$ cat config.mk
export PLATFORM = sky130hd
export DESIGN_NAME = exec_alu_stage
export DESIGN_NICKNAME = d
export VERILOG_FILES = /design/src/rtl/exec_alu_stage.sv
export SDC_FILE = /design/constraint.sdc
export NUM_CORES = 1
export LEC_CHECK = 0
export CORE_ASPECT_RATIO = 0.5
export CORE_MARGIN = 2
export CORE_UTILIZATION = 30
export DETAILED_ROUTE_END_ITERATION = 12
export PLACE_DENSITY = 0.76
export RECOVER_POWER = 50
export SKIP_LAST_GASP = 1
export SLEW_MARGIN = 0
export SYNTH_ARGS = -nofsm -noshare
export SYNTH_HDL_FRONTEND = slang
export SYNTH_SLANG_ARGS = --single-unit
$ cat constraint.sdc
create_clock -name clk -period 3.5 [get_ports clk]
set_clock_uncertainty 0.2 [all_clocks]
set_input_delay 0.7 -clock clk [delete_from_list [all_inputs] [get_ports clk]]
set_output_delay 0.7 -clock clk [all_outputs]
set_load 0.01 [all_outputs]
$ cat src/rtl/exec_alu_stage.sv
// Execute-stage sequencer: decodes ops into ALU control words, registers the ALU result in a
// one-entry output slot, and keeps the condition-code register and a saturation event counter.
`timescale 1ns/1ps
module exec_alu_stage #(
  parameter int unsigned W        = 16,
  parameter int unsigned SATCNT_W = 8
) (
  input  logic                clk,
  input  logic                rst,
  input  logic                in_valid,
  output logic                in_ready,
  input  logic [3:0]          in_op,
  input  logic [W-1:0]        in_a,
  input  logic [W-1:0]        in_b,
  input  logic                flush,
  output logic [W-1:0]        alu_A,
  output logic [W-1:0]        alu_B,
  output logic [3:0]          alu_Sigs,
  input  logic [W-1:0]        alu_D,
  input  logic                alu_Vl,
  input  logic                alu_Vh,
  input  logic                alu_Z,
  input  logic                alu_N,
  output logic                out_valid,
  input  logic                out_ready,
  output logic [W-1:0]        out_data,
  output logic                out_err,
  output logic [2:0]          ccr,
  output logic [SATCNT_W-1:0] sat_cnt
);

  localparam logic [3:0] OpAdd    = 4'd0;
  localparam logic [3:0] OpSub    = 4'd1;
  localparam logic [3:0] OpPaddsb = 4'd2;
  localparam logic [3:0] OpNand   = 4'd3;
  localparam logic [3:0] OpXor    = 4'd4;

  logic                out_valid_q, out_valid_d;
  logic [W-1:0]        out_data_q, out_data_d;
  logic                out_err_q, out_err_d;
  logic [2:0]          ccr_q, ccr_d;
  logic [SATCNT_W-1:0] sat_cnt_q, sat_cnt_d;

  logic legal;
  logic v_touch;  // op defines a new V value
  logic v_val;
  logic accept;

  // Opcode decode: ALU control word and the V-flag rule for each op
  always_comb begin
    legal    = 1'b1;
    v_touch  = 1'b0;
    v_val    = 1'b0;
    alu_Sigs = 4'b0000;
    case (in_op)
      OpAdd: begin
        alu_Sigs = 4'b0100;
        v_touch  = 1'b1;
        v_val    = alu_Vh;
      end
      OpSub: begin
        alu_Sigs = 4'b0101;
        v_touch  = 1'b1;
        v_val    = alu_Vh;
      end
      OpPaddsb: begin
        alu_Sigs = 4'b0110;
        v_touch  = 1'b1;
        v_val    = alu_Vl | alu_Vh;
      end
      OpNand:  alu_Sigs = 4'b1000;
      OpXor:   alu_Sigs = 4'b0000;
      default: legal = 1'b0;
    endcase
  end

  assign alu_A    = in_a;
  assign alu_B    = in_b;
  assign in_ready = !out_valid_q || out_ready;
  assign accept   = in_valid && in_ready && !flush;

  // Next state of the output slot, condition codes and saturation counter
  always_comb begin
    out_valid_d = out_valid_q;
    out_data_d  = out_data_q;
    out_err_d   = out_err_q;
    ccr_d       = ccr_q;
    sat_cnt_d   = sat_cnt_q;
    if (flush) begin
      // Flush beats any completion in the same cycle; the slot simply empties.
      out_valid_d = 1'b0;
    end else if (accept) begin
      out_valid_d = 1'b1;
      out_data_d  = legal ? alu_D : '0;
      out_err_d   = !legal;
      if (legal) begin
        ccr_d = {alu_Z, alu_N, v_touch ? v_val : ccr_q[0]};
        if (v_touch && v_val && (sat_cnt_q != '1)) begin
          sat_cnt_d = sat_cnt_q + 1'b1;
        end
      end
    end else if (out_valid_q && out_ready) begin
      out_valid_d = 1'b0;
    end
  end

  // State registers with asynchronous reset
  always_ff @(posedge clk or posedge rst) begin
    if (rst) begin
      out_valid_q <= 1'b0;
      out_data_q  <= '0;
      out_err_q   <= 1'b0;
      ccr_q       <= 3'b000;
      sat_cnt_q   <= '0;
    end else begin
      out_valid_q <= out_valid_d;
      out_data_q  <= out_data_d;
      out_err_q   <= out_err_d;
      ccr_q       <= ccr_d;
      sat_cnt_q   <= sat_cnt_d;
    end
  end

  assign out_valid = out_valid_q;
  assign out_data  = out_data_q;
  assign out_err   = out_err_q;
  assign ccr       = ccr_q;
  assign sat_cnt   = sat_cnt_q;

endmodule

======== Word level (Yosys, flattened, before mapping) ========
Index checks and enable logic that the tools add are counted.
operators by class
  reductions and logical operators ........ 18
  eq/ne operators ......................... 5
  shift operators ......................... 0
  $add $sub $neg .......................... 1
  div/mod/pow operators ................... 0
  magnitude comparators ................... 0
  multiply operators ...................... 0
  multiplexer cells ....................... 8
  bitwise gates (word level) .............. 2
operators by type and width
  operator                                                                number
  16-bit 2-to-1 mux                                                       1
  4-bit case mux with 4 select lines                                      1
  8-bit by 1-bit adder with 8-bit output (second input constant)          1
  4-bit by 2-bit equality test with 1-bit output (second input constant)  2
  8-bit != test (second input constant)                                   1
  4-bit AND reduction                                                     2
  1-bit logical AND                                                       5
  1-bit 2-to-1 mux                                                        5
  5-bit OR reduction                                                      1
  4-bit by 1-bit equality test with 1-bit output (second input constant)  1
  4-bit by 3-bit equality test with 1-bit output (second input constant)  1
  4-bit logical NOT                                                       1
  1-bit logical NOT                                                       3
  3-bit AND reduction                                                     1
  3-bit nonzero test                                                      1
  3-bit OR reduction                                                      1
  1-bit case mux with 2 select lines                                      1
  2-bit AND reduction                                                     1
  2-bit OR reduction                                                      1
  1-bit logical OR                                                        1
  1-bit NOT                                                               1
  1-bit bitwise OR                                                        1
storage, ports and cells
  bits in read-only memories .............. 0
  memories kept ........................... 0
  register bits after elaboration ......... 29
  input bits .............................. 61
  logic and storage cells ................. 40
  output and inout bits ................... 66
  latch bits .............................. 0
  bits in writable memories ............... 0

======== Logic depth before layout (Yosys ltp) ========
Gate-level depths: netlist of the first run.
  depth in word-level cells ............... 6
  depth in mapped cells ................... 5
  depth with buffers taken out ............ 4

======== Worst setup path before layout of the first run ========
Ideal clock, no wire load.
  path type ............................... input to register
  from .................................... input port in_op[1]
  to ...................................... register sat_cnt_q[1], in the netlist sat_cnt[1]
  stages .................................. 4
  buffers on the path ..................... 0
  arrival ................................. 1.830 ns
  setup slack ............................. 1.342 ns
  cells stage by stage .................... a211oi_2 > nand4b_4 > nor3_2 > mux2_1
on the way
  cells in the longest elaborated chain, start to end .. 6
  elaborated cells between the ends (all ways) .. 14
ends and longest elaborated chain
  item                                                                              line  source
  from (decl)                                                                       12    input logic [3:0] in_op,
  4-bit by 1-bit equality test with 1-bit output, or another cell as far along      55    case (in_op)
  2-bit OR reduction (no source line) / 3-bit OR reduction (equally long branches)  --
  1-bit case mux with 2 select lines / 1-bit 2-to-1 mux (equally long branches)     55
  1-bit logical AND (2 in series)                                                   98    if (v_touch && v_val && (sat_cnt_q != '1)) begin
  4-bit AND reduction (no source line) (*)                                          --
  to (signal assigned)                                                              120   sat_cnt_q <= sat_cnt_d;
  to (decl)                                                                         42    logic [SATCNT_W-1:0] sat_cnt_q, sat_cnt_d;
Mark *: on every way between the ends. The rest lies on a longest branch, timed or not.
A chain may end at the register's enable or synchronous reset.

======== Worst setup path after layout of the first run ========
  from .................................... input port in_op[3]
  to ...................................... output port alu_Sigs[2]
on the way
  cells in the longest elaborated chain, start to end .. 2
  elaborated cells between the ends (all ways) .. 5
ends and longest elaborated chain
  item                                                                          line  source
  4-bit by 2-bit equality test with 1-bit output, or another cell as far along  55
  4-bit case mux with 4 select lines (*)                                        55
  to (decl)                                                                     18    output logic [3:0] alu_Sigs,
Marked as above.

==> impl_metrics.tcl, run 1 <==
set metrics [dict create \
    status "finished with violations" \
    violations "capacitance limit, slew limit" \
    firstDrtPassIters 4 \
    slowest_stage "clkdlybuf4s50_1" \
    reg2regPathDepth 5 \
    track_usage_pct 10.9 \
    die-area_mm2 0.00571 \
    rr_startpoint "out_valid$_DFFE_PP0P_" \
    yosysTopAreaCellShare_pct 47.5 \
    grt_pass1_vias 999 \
    hold_end "sat_cnt[5]$_DFFE_PP0P_" \
    p_total_uw 934 \
    hold_class "flop to flop" \
    vias 1044 \
    relSlewSlack_pct -2.61 \
    floorplan.initialDensity_pct 31.1 \
    maxCapViolations 1 \
    crit_chain "clkdlybuf4s50_1, a211oi_2, clkdlybuf4s50_1" \
    rsz0062_at_grt "false" \
    ys_types 29 \
    hold_buffers 0 \
    crit_path_frequent_cell "clkdlybuf4s50_1" \
    p_leak_nw 0.897 \
    powerDensity_mw_per_mm2 447 \
    core_mm2 0.00491 \
    fmax_mhz 321 \
    synth_most_common_cell "buf_4" \
    syn-num-nets 185 \
    layout_min_cycle_time_ns 3.12 \
    synth_common_cells "buf_4, dfrtp_1, a22o_1, xor2_1, nor4_2" \
    hold_viol_final 0 \
    antenna_found_initial 0 \
    worstPathMaxFanout 5 \
    finalCritPeriodShare_pct 89.0 \
    diodes 0 \
    yosysSeqAreaShare_pct 47.5 \
    final_max_slew_viol_count 30 \
    synth_area_leaders "dfrtp_1, buf_4, a22o_1" \
    worst_ir_drop_vdd_v 0.000168 \
    place_area_mm2 0.00200 \
    max_stage_delay_ns 0.60 \
    die_width_um 105 \
    post-place-cells 222 \
    cts_root_buffer "clkbuf_8" \
    critical_path_arrival_ns 2.22 \
    yosysTopAreaCell "dfrtp_1" \
    drc 0 \
    routed_wl_mm 3.23 \
    place.gp.congestion 0.730 \
    cts_buffers 5 \
    grt_max_degree 30 \
    fp.dieH_um 54.4 \
    syn_area_mm2 0.00153 \
    synthesis.instances 123 \
    yosysWarnings 0 \
    layout_setup_ws_ns 0.385 \
    cts_resized 0 \
    cts_sinks 29 \
    hp-start "sat_cnt[5]$_DFFE_PP0P_" \
    overflow 0 \
    avgRoutedWirePerCell_um 14.1 \
    io-pin-count 127 \
    critical_path_class "input port to output pin" \
    clk_pin_slew_ns 0.07 \
    syn_avg_cell_area_um2 12.4 \
    ys.flop_type "dfrtp_1" \
    rows 18 \
    drt_iter0_drc 44 \
    ys_ff_latch 29 \
    r2r-end "out_data[3]$_DFFE_PP0P_" \
    placement.io_buffers 62 \
    place_ws_ns 0.374 \
    hold_depth 1 \
    reg2reg_slack_ns 1.49 \
    drive_gt1_share_pct 15.0 \
    cp-end-kind "output pin" \
    synth_edf_count 0 \
    final-instance-count-excl-fill 230 \
    ant_nets 0 \
    grt_pass1_wl_mm 4.77 \
    postCtsSetupBuffers 0 \
    worst_slew_pin_slew_ns 1.54 \
    hpwl_mm 2.44 \
    async_reset_ff_share_pct 100 \
    cts_tree "done" \
    crit_required_ns 2.60 \
    worstSkewPairLatency_ns 0.28 \
    cts.path.max_buffers 2 \
    final_nets 221 \
    syn_to_final_growth_pct 37.0 \
    postLayoutCellArea_mm2 0.00209 \
    start_kind "input port" \
    viasPerCell 4.54 \
    finalSetupViolCount 0 \
    htreeDepth 2 \
    tns_ns 0 \
]
==> power breakdown <==
| group | internal [mW] | switching, mW | total [mW] |
|---|---|---|---|
| combinational | 0.135 | 0.0826 | 0.218 |
| clock | 0.177 | 0.126 | 0.303 |
| sequential | 0.376 | 0.0369 | 0.413 |
| total | 0.689 | 0.245 | 0.934 |
==> registers in the layout, indices dropped and copies added, names as in the netlist <==
register	cells
out_data	16
sat_cnt	8
ccr	3
out_err	1
out_valid	1
==> critical path: cells and delay by family <==
family / cells / cell delay, ns
compound gates: 1 / 0.37
buf+inv: 2 / 1.15
==> worst max path at each step <==
| stage | startpoint | endpoint | slack, ns | cells after the start |
|---|---|---|---|---|
| 2_1_floorplan | in_op[1] | sat_cnt[1]$_DFFE_PP0P_ | 1.34 | 4 |
| 3_3_place_gp | in_op[3] | alu_Sigs[2] | 0.40 | 3 |
| 3_5_place_dp | in_op[3] | alu_Sigs[2] | 0.37 | 3 |
| 4_1_cts | in_op[3] | alu_Sigs[2] | 0.37 | 3 |
| 5_1_grt | in_op[3] | alu_Sigs[2] | 0.30 | 3 |
| 6_report | in_op[3] | alu_Sigs[2] | 0.38 | 3 |
==> per-stage QoR <==
stage | util [%] | hold slack [ns]
2_1_floorplan | - | 0.314
3_3_place_gp | 40.6 | 0.268
3_5_place_dp | 40.6 | 0.275
4_1_cts | 42.7 | 0.289
5_1_grt | 42.6 | 0.316
6_report | 42.6 | 0.279
==> kinds of logic (layout without fill, tap and decap cells) <==
logic type,Yosys count,after routing,synth area share [%]
buf+inv,38,75,17.4
flops,29,29,47.5
simple gates,23,23,16.0
compound gates,22,22,12.0
xor+xnor,7,7,4.02
mux,3,3,2.21
fa+ha+maj,1,1,0.820
==> cell type report <==
cell class	instances	area, µm²
fillers	495	2820
flip-flops and latches	29	726
repair buffers	64	632
multi-input cells	56	533
clock buffers	7	96.3
well taps	70	87.6
inverters	3	11.3
clock inverters	1	5.00
==> layout by cell type (no fill, tap or decap), types with 2 or more instances in the layout <==
cell type | synthesis | routed
nor4_2 | 5 | 5
nand2_1 | 3 | 3
a22o_1 | 16 | 16
nand3_1 | 2 | 2
clkdlybuf4s50_1 | 0 | 61
mux2_2 | 2 | 2
a21oi_1 | 2 | 2
and4_1 | 3 | 3
inv_1 | 3 | 3
dfrtp_1 | 29 | 29
xor2_1 | 7 | 7
clkbuf_8 | 0 | 7
==> per-layer routing <==
layer  global-route usage, %  vias to the layer above  routed length [µm]
met4                    6.22                        0                  93
met1                    12.1                      505                1280
met3                    3.69                       22                 170
li1                        -                      484                   -
met5                       0                        -                   0
met2                    19.5                       33                1690
No activity file was read; power rests on OpenSTA's default activity.
==> inputs of run 2 (changes only) <==
--- a/config.mk
+++ b/config.mk
@@ -5,6 +5,7 @@
 export SDC_FILE = /design/constraint.sdc
 export NUM_CORES = 1
 export LEC_CHECK = 0
+export CAP_MARGIN = 20
 export CORE_ASPECT_RATIO = 0.5
 export CORE_MARGIN = 2
 export CORE_UTILIZATION = 30
==> results of run 2 <==
Same layout as run 1: the final DEF is identical, and so are final timing and power.
==> edit 1 (settings of run 2) <==
Put one more register stage on the output `sat_cnt`. The value now appears one clock later. The other outputs are not delayed to match.
--- a/src/rtl/exec_alu_stage.sv
+++ b/src/rtl/exec_alu_stage.sv
@@ -126,5 +126,7 @@
   assign out_err   = out_err_q;
   assign ccr       = ccr_q;
-  assign sat_cnt   = sat_cnt_q;
+  always_ff @(posedge clk) begin
+    sat_cnt <= sat_cnt_q;
+  end
 
 endmodule
Check against the original RTL: not equivalent (a bounded check fails within 4 cycles, from zero or initial values and one cycle with rst high).
==> edit 1 against run 2 <==
The flow still finishes with violations (max-capacitance violations, max-slew violations). Routed wire length up 11%. Sequential share of layout area up 5.1 points. Power up 19%. Global-route usage up 1.8 points. Worst setup slack better by 0.014 ns. Sequential cell count up 8. Register-to-register slack better by 0.17 ns. Core utilization down 1.4 points. Count of clock-buffer cells in the layout down 1. Area after synthesis up 8.0%. Clock power up 17%. Synthesized cell count up 8.1%. Final area up 6.3%. Combinational power up 8%.
==> edit 1: results (changes against run 2) <==
| Metric | Value |
|---|---|
| Ys async rst share | 78.38% (-22 points) |
| Top cells by count, synth | buf_4, dfrtp_1, a22o_1 |
| HPWL after DPL | 2.822 mm (+16%) |
| Slowest cell on crit path | clkdlybuf4s50_1 |
| Sequential area share after synthesis | 53.72% (+6.2 points) |
| Status | complete, but fails checks |
| Critical Path Sink | alu_Sigs[0] |
| M3 GR Usage | 5.110% (+1.4 points) |
| Slack of the worst reg-to-reg path | 1.66 ns (+0.17 ns) |
| Routed met3 length | 255 um (+50%) |
| Num CTS Buffers | 5 (unchanged) |
| Crit path DAT | 2.20 ns (-0.02 ns) |
| Failing checks | max-capacitance violations, max-slew violations |
| Fillers | 491 (-0.81%) |
| Cell Area, Placed | 2120 um2 (+6.2%) |
| Reg-to-reg endpoint | out_data[10] |
| DRT iter0 DRCs | 48 (+9.1%) |
| Met1 usage | 12.93% (+0.86 points) |
| Syn nets | 195 (+5.4%) |
| Port bufs | 62 (unchanged) |
| Ratio of cells with drive above 1 in the final layout | 11.18% (-3.8 points) |
| Final layout net count | 231 (+4.5%) |
| Routed met2 length | 1.958 mm (+16%) |
| Max-slew violation count | 30 (unchanged) |
| Max cap viols | 1 (unchanged) |
| Met1 WL | 1.291 mm (+0.78%) |
| Worst VDD drop | 174.1 uV (+3.7%) |
| Leakage | 0.9694 nW (+8.1%) |
| Hold Startpoint | sat_cnt_q[1] |
| CP delay by family, top | buffers and inverters |
| Via count | 1070 (+2.5%) |
| Netlist cell types | 30 (+3.4%) |
| GRT met2 Usage | 21.96% (+2.5 points) |
| First-pass GRT wire length | 5.816 mm (+22%) |
| Slew margin rel. | -3.979% (-1.4 points) |
| Overall Global Routing Usage | 12.70% (+1.8 points) |
| RePlAce Congestion | 0.7750 (+6.2%) |
## edit 1: how the worst min path moves through the flow
stage | end | slack, ns | depth (start not counted)
after floorplan | sat_cnt[1] | 0.18 | 0
after global placement | sat_cnt[1] | 0.20 | 0
after detailed placement | sat_cnt[1] | 0.20 | 0
after CTS | sat_cnt[7] | 0.22 | 0
after global routing | sat_cnt[7] | 0.24 | 0
final | sat_cnt[1] | 0.22 | 0
## edit 1: kinds of logic after synthesis
logic type / count (synthesis) / synth area share, %
xor+xnor: 7 / 3.718
flops: 37 / 53.72
fa+ha+maj: 1 / 0.7586
buf+inv: 37 / 16.01
mux: 3 / 2.048
compound gates: 21 / 11.08
simple gates: 27 / 12.67
## edit 1: worst register-to-register path, delay by kind of cell (launching register included)
family	cells	cell delay, ns
AND/OR/NAND/NOR	3	0.75
flip-flops	1	0.39
buffers and inverters	1	0.25
AO/OA/AOI/OAI	1	0.18
## edit 1: cell type report
class | count | area share (%)
Timing Repair Buffer | 64 | 28.42
Tap cell | 73 | 4.108
Clock buffer | 6 | 3.264
Clock inverter | 2 | 1.576
Sequential cell | 37 | 39.84
Multi-Input combinational cell | 59 | 22.45
Inverter | 2 | 0.3376
## edit 1: per-stage QoR
| step | util, % | setup slack, ns | cells |
|---|---|---|---|
| floorplan | - | 1.416 | 133 |
| global placement | 39.28 | 0.4270 | 235 |
| detailed placement | 39.28 | 0.3924 | 235 |
| CTS | 41.27 | 0.3879 | 243 |
| global route | 41.20 | 0.2634 | 243 |
| finish | 41.20 | 0.3991 | 243 |
## edit 1: report_power, final
part           switching [mW]  leakage [nW]  internal, mW  total, mW
Combinational          0.0932         0.467         0.142      0.235
Sequential             0.0341         0.447         0.484      0.518
Clock                   0.143        0.0552         0.211      0.355
Total                   0.271         0.969         0.837       1.11
==> edit 2 (config.mk and constraints of run 2) <==
Without the edit above. `W`: 16 -> 14.
--- a/src/rtl/exec_alu_stage.sv
+++ b/src/rtl/exec_alu_stage.sv
@@ -3,5 +3,5 @@
 `timescale 1ns/1ps
 module exec_alu_stage #(
-  parameter int unsigned W        = 16,
+  parameter int unsigned W        = 14,
   parameter int unsigned SATCNT_W = 8
 ) (
Interface: changed (6 resized); port bits go from 127 to 115. No check against the original RTL was run, so the function may have changed too.
==> edit 2 against run 2 <==
Sequential cell count decreased by 2. Routed wire length grew 1.2%. Non-clock buffer count down 3. Via count fell by 4.8%. Power decreased by 17%. Worst setup slack got worse by 0.044 ns. Area after synthesis down 5.8%. Final area down 7.4%.
==> edit 2: results (changes against run 2) <==
| Metric | Value |
|---|---|
| Status | finished clean |
| Place WS | 0.3237 ns (-0.05001 ns) |
| Layout Cells excl Fill | 215 (-6.5%) |
| Crit path time final | 3.159 ns (+0.04405 ns) |
| Syn nets | 171 (-7.6%) |
| Wire per inst | 15.22 um (+8.3%) |
| Post-synthesis xor/xnor area fraction | 4.265% (+0.25 points) |
| Largest net degree at the start of global routing | 28 (-6.7%) |
| Worst VDD drop | 134.3 uV (-20%) |
| CTS H-tree depth | 1 (-1) |
| Port bufs | 58 (-6.5%) |
| Max cap viols | 0 (-1) |
| Compound-Gate Fraction of Synth Area | 12.10% (+0.048 points) |
| Sequential area share after synthesis | 47.00% (-0.54 points) |
| Num CTS Buffers | 3 (-2) |
| Via density per instance | 4.623 (+1.9%) |
| HPWL after DPL | 2.474 mm (+1.4%) |
| Crit path DAT | 2.26 ns (+0.04 ns) |
| Critical Path Sink | alu_Sigs[1] |
| Worst Reg-to-Reg Cells | 4 (-1) |
| Final layout net count | 206 (-6.8%) |
| Cell Area, Placed | 1897 um2 (-5.0%) |
| Mux contribution to synthesized area | 2.350% (+0.14 points) |
| Slowest cell on crit path | clkdlybuf4s50_1 |
| Slack of the worst reg-to-reg path | 1.51 ns (+0.02 ns) |
| Ratio of cells with drive above 1 in the final layout | 13.42% (-1.6 points) |
| Overall Global Routing Usage | 12.29% (+1.3 points) |
| Adder-cell share of the synthesized area | 0.8703% (+0.051 points) |
| Min-Delay Path Class | reg2reg |
| RePlAce Congestion | 0.7164 (-1.8%) |
| Reg2Reg Launch Point | sat_cnt[0] |
| Reg-to-reg endpoint | sat_cnt[1] |
| DRT iter0 DRCs | 46 (+4.5%) |
| Worst-margin pin slew | 1.416 ns (-0.1233 ns) |
| Top post-synthesis cells by area | dfrtp_1, buf_4, a22o_1 |
| Netlist cell types | 29 (unchanged) |
| Setup bufs post-CTS | 0 (unchanged) |
| Leakage | 0.8210 nW (-8.5%) |
| Top cells by count, synth | buf_4, dfrtp_1, a22o_1 |
| Vias in the first global route | 1069 (+7.0%) |
| Largest register FFs | 14 (-2) |
==> edit 2: tightest hold or removal path, delay by kind of cell (launching register included) <==
kind,cells,cell delay (ns)
simple gates,1,0.05
compound gates,1,0.06
flops,1,0.36
==> edit 2: report_power, final <==
part           switching (mW)  total [mW]  internal, mW
Sequential             0.0366       0.387         0.350
Combinational          0.0809       0.209         0.128
Clock                  0.0948       0.176        0.0816
==> edit 2: how the worst min path moves through the flow <==
stage	from	slack [ns]	cells after the start	end
6_report	ccr[0]	0.30	2	ccr[0]
5_1_grt	sat_cnt[5]	0.32	1	sat_cnt[5]
4_1_cts	sat_cnt[5]	0.29	1	sat_cnt[5]
3_5_place_dp	ccr[0]	0.28	2	ccr[0]
3_3_place_gp	ccr[0]	0.27	2	ccr[0]
2_1_floorplan	ccr[0]	0.31	2	ccr[0]
==> edit 2: final cells by class <==
| class | instances | share of cell area (%) |
|---|---|---|
| sequential | 27 | 34.91 |
| timing repair buffer | 61 | 30.96 |
| multi-input combinational | 54 | 26.96 |
| tap | 66 | 4.266 |
| clock buffer | 4 | 2.327 |
| inverter | 3 | 0.5818 |
==> edit 2: kinds of logic after synthesis <==
family	Yosys count
buffers and inverters	34
flip-flops	27
XOR/XNOR	7
adder cells (fa/ha/maj)	1
AND/OR/NAND/NOR	23
multiplexers	3
AO/OA/AOI/OAI	20
==> edit 2: per-stage QoR <==
stage | util, % | hold slack [ns]
after global routing | 42.92 | 0.3179
after CTS | 43.06 | 0.2949
final | 42.92 | 0.2969
after detailed placement | 42.06 | 0.2774
after global placement | 42.06 | 0.2672
after floorplan | - | 0.3143
==> edit 2: per-layer routing <==
layer / track usage, % / up-vias / wire length (um)
met4: 6.000 / 0 / 84
met2: 21.38 / 33 / 1676
met5: 0 / - / 0
li1: - / 454 / -
met3: 2.774 / 18 / 138
met1: 14.62 / 489 / 1372
